===== src/rtl/rx_pkg.sv =====
// rtl/rx_pkg.sv - shared constants and bit-count type for the receive path
package rx_pkg;

  localparam int RX_DATA_WIDTH = 8;

  function automatic int rx_cnt_width(input int dw);
    return $clog2(dw + 1);
  endfunction

  localparam int RX_CNT_WIDTH = rx_cnt_width(RX_DATA_WIDTH);

  // Shared with the controller so both sides agree on the count encoding
  typedef logic [RX_CNT_WIDTH-1:0] bit_count_t;

endpackage


===== src/rtl/rx_bit_counter.sv =====
// rtl/rx_bit_counter.sv - saturating received-bit counter, clear has priority
module rx_bit_counter
  import rx_pkg::*;
#(
  parameter int DATA_WIDTH = RX_DATA_WIDTH,
  parameter int CNT_WIDTH  = rx_cnt_width(DATA_WIDTH)
) (
  input  logic                 clock,
  input  logic                 reset,
  input  logic                 en,
  input  logic                 clr,
  output logic [CNT_WIDTH-1:0] count,
  output logic                 done
);

  logic [CNT_WIDTH-1:0] r_count;
  logic                 w_done;

  assign w_done = (r_count == CNT_WIDTH'(DATA_WIDTH));

  always_ff @(posedge clock or posedge reset) begin
    if (reset) begin
      r_count <= '0;
    end else if (clr) begin
      r_count <= '0;
    end else if (en && !w_done) begin
      r_count <= r_count + 1'b1;
    end
  end

  assign count = r_count;
  assign done  = w_done;

endmodule


===== src/rtl/rx_datapath.sv =====
// rtl/rx_datapath.sv - serial receive shifter, receive register, handshake and overrun
module rx_datapath
  import rx_pkg::*;
#(
  parameter int DATA_WIDTH = RX_DATA_WIDTH,
  localparam int CNT_WIDTH = rx_cnt_width(DATA_WIDTH)
) (
  input  logic                  clock,
  input  logic                  reset,
  input  logic                  serial_in,
  input  logic                  count_en,
  input  logic                  count_clr,
  input  logic                  RxReg_ld,
  output logic                  comp_out,
  output logic [DATA_WIDTH-1:0] rx_data,
  output logic                  rx_valid,
  input  logic                  rx_ready,
  output logic                  overrun,
  input  logic                  overrun_clr
);

  logic [CNT_WIDTH-1:0]  w_count;
  logic                  w_done;
  logic                  w_shift;
  logic                  w_ovr_set;
  logic [DATA_WIDTH-1:0] r_shift;
  logic [DATA_WIDTH-1:0] r_rx_data;
  logic                  r_rx_valid;
  logic                  r_overrun;

  rx_bit_counter #(
    .DATA_WIDTH (DATA_WIDTH),
    .CNT_WIDTH  (CNT_WIDTH)
  ) u_bit_counter (
    .clock (clock),
    .reset (reset),
    .en    (count_en),
    .clr   (count_clr),
    .count (w_count),
    .done  (w_done)
  );

  assign w_shift   = count_en && !count_clr && !w_done;
  assign w_ovr_set = RxReg_ld && r_rx_valid && !rx_ready;

  // LSB first: the earliest bit walks down to bit 0
  always_ff @(posedge clock or posedge reset) begin
    if (reset) begin
      r_shift <= '0;
    end else if (w_shift) begin
      r_shift <= {serial_in, r_shift[DATA_WIDTH-1:1]};
    end
  end

  always_ff @(posedge clock or posedge reset) begin
    if (reset) begin
      r_rx_data  <= '0;
      r_rx_valid <= 1'b0;
    end else if (RxReg_ld) begin
      r_rx_data  <= r_shift;
      r_rx_valid <= 1'b1;
    end else if (r_rx_valid && rx_ready) begin
      r_rx_valid <= 1'b0;
    end
  end

  // Set beats clear so a simultaneous overwrite is never lost
  always_ff @(posedge clock or posedge reset) begin
    if (reset) begin
      r_overrun <= 1'b0;
    end else if (w_ovr_set) begin
      r_overrun <= 1'b1;
    end else if (overrun_clr) begin
      r_overrun <= 1'b0;
    end
  end

  assign comp_out = ~w_done;
  assign rx_data  = r_rx_data;
  assign rx_valid = r_rx_valid;
  assign overrun  = r_overrun;

endmodule

===== config.mk =====
export PLATFORM = sky130hd
export DESIGN_NAME = rx_datapath
export DESIGN_NICKNAME = d
export VERILOG_FILES = /design/src/rtl/rx_pkg.sv /design/src/rtl/rx_bit_counter.sv /design/src/rtl/rx_datapath.sv
export SDC_FILE = /design/constraint.sdc
export NUM_CORES = 1
export LEC_CHECK = 0
export CAP_MARGIN = 20
export CORE_MARGIN = 2
export CORE_UTILIZATION = 40
export CTS_CLUSTER_DIAMETER = 30
export CTS_CLUSTER_SIZE = 12
export DETAILED_ROUTE_END_ITERATION = 10
export GPL_TIMING_DRIVEN = 0
export PLACE_DENSITY = 0.66
export SLEW_MARGIN = 20
export SYNTH_ARGS = -nofsm -noshare
export SYNTH_HDL_FRONTEND = slang
export SYNTH_SLANG_ARGS = --single-unit
export TNS_END_PERCENT = 30

===== constraint.sdc =====
create_clock -name clock -period 1.5 [get_ports clock]
set_input_delay 0.15 -clock clock [delete_from_list [all_inputs] [get_ports clock]]
set_output_delay 0.15 -clock clock [all_outputs]
set_load 0.05 [all_outputs]

==> flow_summary.json <==
{
  "synth_top_area_share_pct": 59.4,
  "wirelength_mm": 1.49,
  "die_y_um": 52.1,
  "synthTopCellsByArea": "dfrtp_1, mux2_2, nand3b_4",
  "critPathLaunchType": "register",
  "netSwitchingPower_mw": 0.719,
  "ys_seq_area_share_pct": 59.4,
  "io_buffers": 17,
  "regToRegSetupSlack_ns": 0.08,
  "netlist_instances": 64,
  "skew_ns": 0.000741,
  "dpl_cell_area_mm2": 0.00113,
  "drv_slew": 0,
  "clock_path_buffers": 2,
  "drtIter0Drc": 8,
  "overflow": 0,
  "cts_tree": "yes",
  "period_needed_ns": 1.42,
  "diodes": 0,
  "hold_slack_ns": 0.207,
  "p_leak_nw": 0.551,
  "synth.top_cells.by_count": "dfrtp_1, mux2_2, inv_1",
  "grt_max_degree": 23,
  "timing.fmax_mhz": 703,
  "insertion_delay_ns": 0.30,
  "cts_root_buf": "clkbuf_4",
  "clkTransAtPathRegs_ns": 0.11,
  "reg2reg_depth": 5,
  "drive_gt1_share_pct": 36.8,
  "cts_made_buffers": 3,
  "syn_nets": 74,
  "regToRegStartpoint": "u_bit_counter.count[1]",
  "p_per_area_mw_per_mm2": 1610,
  "clock-sinks": 22,
  "area_growth_pct": 27.3,
  "finalCritPeriodShare_pct": 94.8,
  "peakVddDrop_uv": 1040,
  "clkPwrFrac_pct": 16.6,
  "vias": 560,
  "pwr-share-comb_pct": 37.5,
  "outcome": "finished clean",
  "synth-edff-count": 0,
  "track_usage_pct": 13.2,
  "crit_fanout": 6,
  "p_int_mw": 1.18,
  "synthFlopType": "dfrtp_1",
  "drc": 0,
  "startpoint": "u_bit_counter.count[1]",
  "grt_antenna_before_repair": 0,
  "drt_pre_antenna_iters": 3,
  "hold_viol_final": 0,
  "synthArstFlopShare_pct": 100,
  "wl_per_cell_um": 13.0,
  "endpoint_kind": "output port",
  "die-width_um": 52.1,
  "criticalPathCategory": "register to output port",
  "grt_pass1_vias": 547,
  "die_area_mm2": 0.00272,
  "boundaryPins": 19,
  "synth_cell_types": 21,
  "switching_share_pct": 37.9,
  "slew_headroom_pct": 46.1,
  "final_area_mm2": 0.00118,
  "worst_r2r_endpoint": "r_shift[4]",
  "synth_area_per_cell_um2": 14.5,
  "ant_nets": 0,
  "dpl.hpwl_mm": 1.09,
  "rows": 17,
  "yosys_warnings": 0,
  "via_per_inst": 4.87,
  "gp_routability_congestion": 0.620,
  "arrival_ns": 1.27,
  "synthMostInstantiatedCell": "dfrtp_1",
  "cts_hold_buf": 0,
  "core_region_area_mm2": 0.00221,
  "setup_viol": 0,
  "grt_pass1_wl_mm": 2.44,
  "yosysTopAreaCell": "dfrtp_1",
  "htree_levels": 1,
  "tightestPinTransition_ns": 0.808,
  "seqPwrFrac_pct": 46.0,
  "setup.worst_path.end": "comp_out",
  "ys_ff_latch": 22,
  "fillCellCount": 222,
  "synth_area_um2": 927,
  "drv_cap": 0,
  "hold_path_class": "input pin to register",
  "nNetsFinal": 98,
  "crit_required_ns": 1.35,
  "floorplan.initialDensity_pct": 41.9
}
-- cell usage in the layout, fill, tap and decap left out --
master / netlist / routed
clkdlybuf4s50_1: 0 / 6
a21o_1: 1 / 1
a32o_1: 1 / 1
a21oi_2: 1 / 1
nand3_1: 1 / 1
nand3b_4: 2 / 2
ha_1: 2 / 1
nand2_2: 1 / 1
and2_2: 1 / 1
buf_2: 1 / 1
or3b_1: 1 / 1
buf_4: 0 / 2
nand2b_1: 1 / 1
clkbuf_4: 0 / 3
mux2_2: 16 / 16
buf_8: 0 / 1
inv_1: 5 / 4
dfrtp_2: 0 / 1
nand4_1: 1 / 1
dlygate4sd2_1: 0 / 10
o31ai_1: 1 / 1
clkbuf_8: 0 / 1
nor2_1: 2 / 2
inv_2: 0 / 1
xor2_1: 1 / 1
nand2_1: 1 / 1
o21ai_0: 1 / 1
ha_2: 0 / 1
dfrtp_1: 22 / 21
nand4b_1: 1 / 1
-- layer usage --
layer  share of wire, %  routed length, um  global-route usage, %
met2                 53                790                   22.8
met4                1.1                 17                   5.13
met1                 41                607                   13.6
met5                  0                  0                      0
met3                5.1                 76                   6.32
-- repair_timing --
action,4_1_cts,5_1_grt
setup endpoints to repair,11,9
buffers inserted,0,2
resized for setup,17,4
pin swaps,0,1
hold endpoints to repair,0,0
-- stage by stage --
| step | setup slack [ns] | power, mW | util [%] | TNS (ns) | std cells |
|---|---|---|---|---|---|
| after floorplan | 0.000682 | 1.40 | - | 0 | 64 |
| after detailed placement | -0.277 | 1.67 | 51.2 | -0.277 | 109 |
| final | 0.0777 | 1.90 | 53.3 | 0 | 115 |
| after CTS | 0.00483 | 1.92 | 52.3 | 0 | 113 |
| after global placement | -0.261 | 1.65 | 51.2 | -0.261 | 109 |
| after global routing | -0.00177 | 2.00 | 53.3 | -0.00177 | 115 |
-- critical path: stages, from the launching register on --
cell and delay (ns):
dfrtp_1 0.42, inv_2 0.07, ha_2 0.19, nand3b_4 0.12, buf_8 0.18
-- how the worst min path moves through the flow --
stage                          start         end  cells after the start
after floorplan                reset     overrun                      1
after global placement       overrun     overrun                      1
after detailed placement  r_shift[0]  r_shift[0]                      1
after CTS                   RxReg_ld    rx_valid                      2
after global routing        RxReg_ld    rx_valid                      2
final                       RxReg_ld    rx_valid                      2
-- power groups by stage --
stage | Combinational (mW) | Sequential (mW) | Clock, mW
final | 0.711 | 0.872 | 0.314
after global routing | 0.755 | 0.894 | 0.357
after CTS | 0.712 | 0.879 | 0.331
after detailed placement | 0.776 | 0.895 | 0
after global placement | 0.762 | 0.885 | 0
after floorplan | 0.200 | 1.20 | 0
-- flip-flops by register name, indices dropped and copies added, names as in the netlist --
signal,count
rx_valid,1
rx_data,8
overrun,1
r_shift,8
u_bit_counter.count,4
-- kinds of logic (layout without fill, tap and decap cells) --
group	after synthesis	after routing	synth area share [%]
xor+xnor	1	1	0.945
flops	22	22	59.4
buf+inv	6	29	2.56
simple gates	12	12	10.8
fa+ha+maj	2	2	2.70
mux	16	16	19.4
compound gates	5	5	4.18
-- area by class of cell --
class	count	area (um^2)	area share (%)
multi-input combinational	36	355	30.1
tap	28	35.0	2.97
sequential	22	552	46.8
inverter	5	18.8	1.59
buffer	1	5.00	0.424
clock buffer	4	36.3	3.08
timing repair buffer	19	178	15.1
Power figures use the tool's default switching activity.
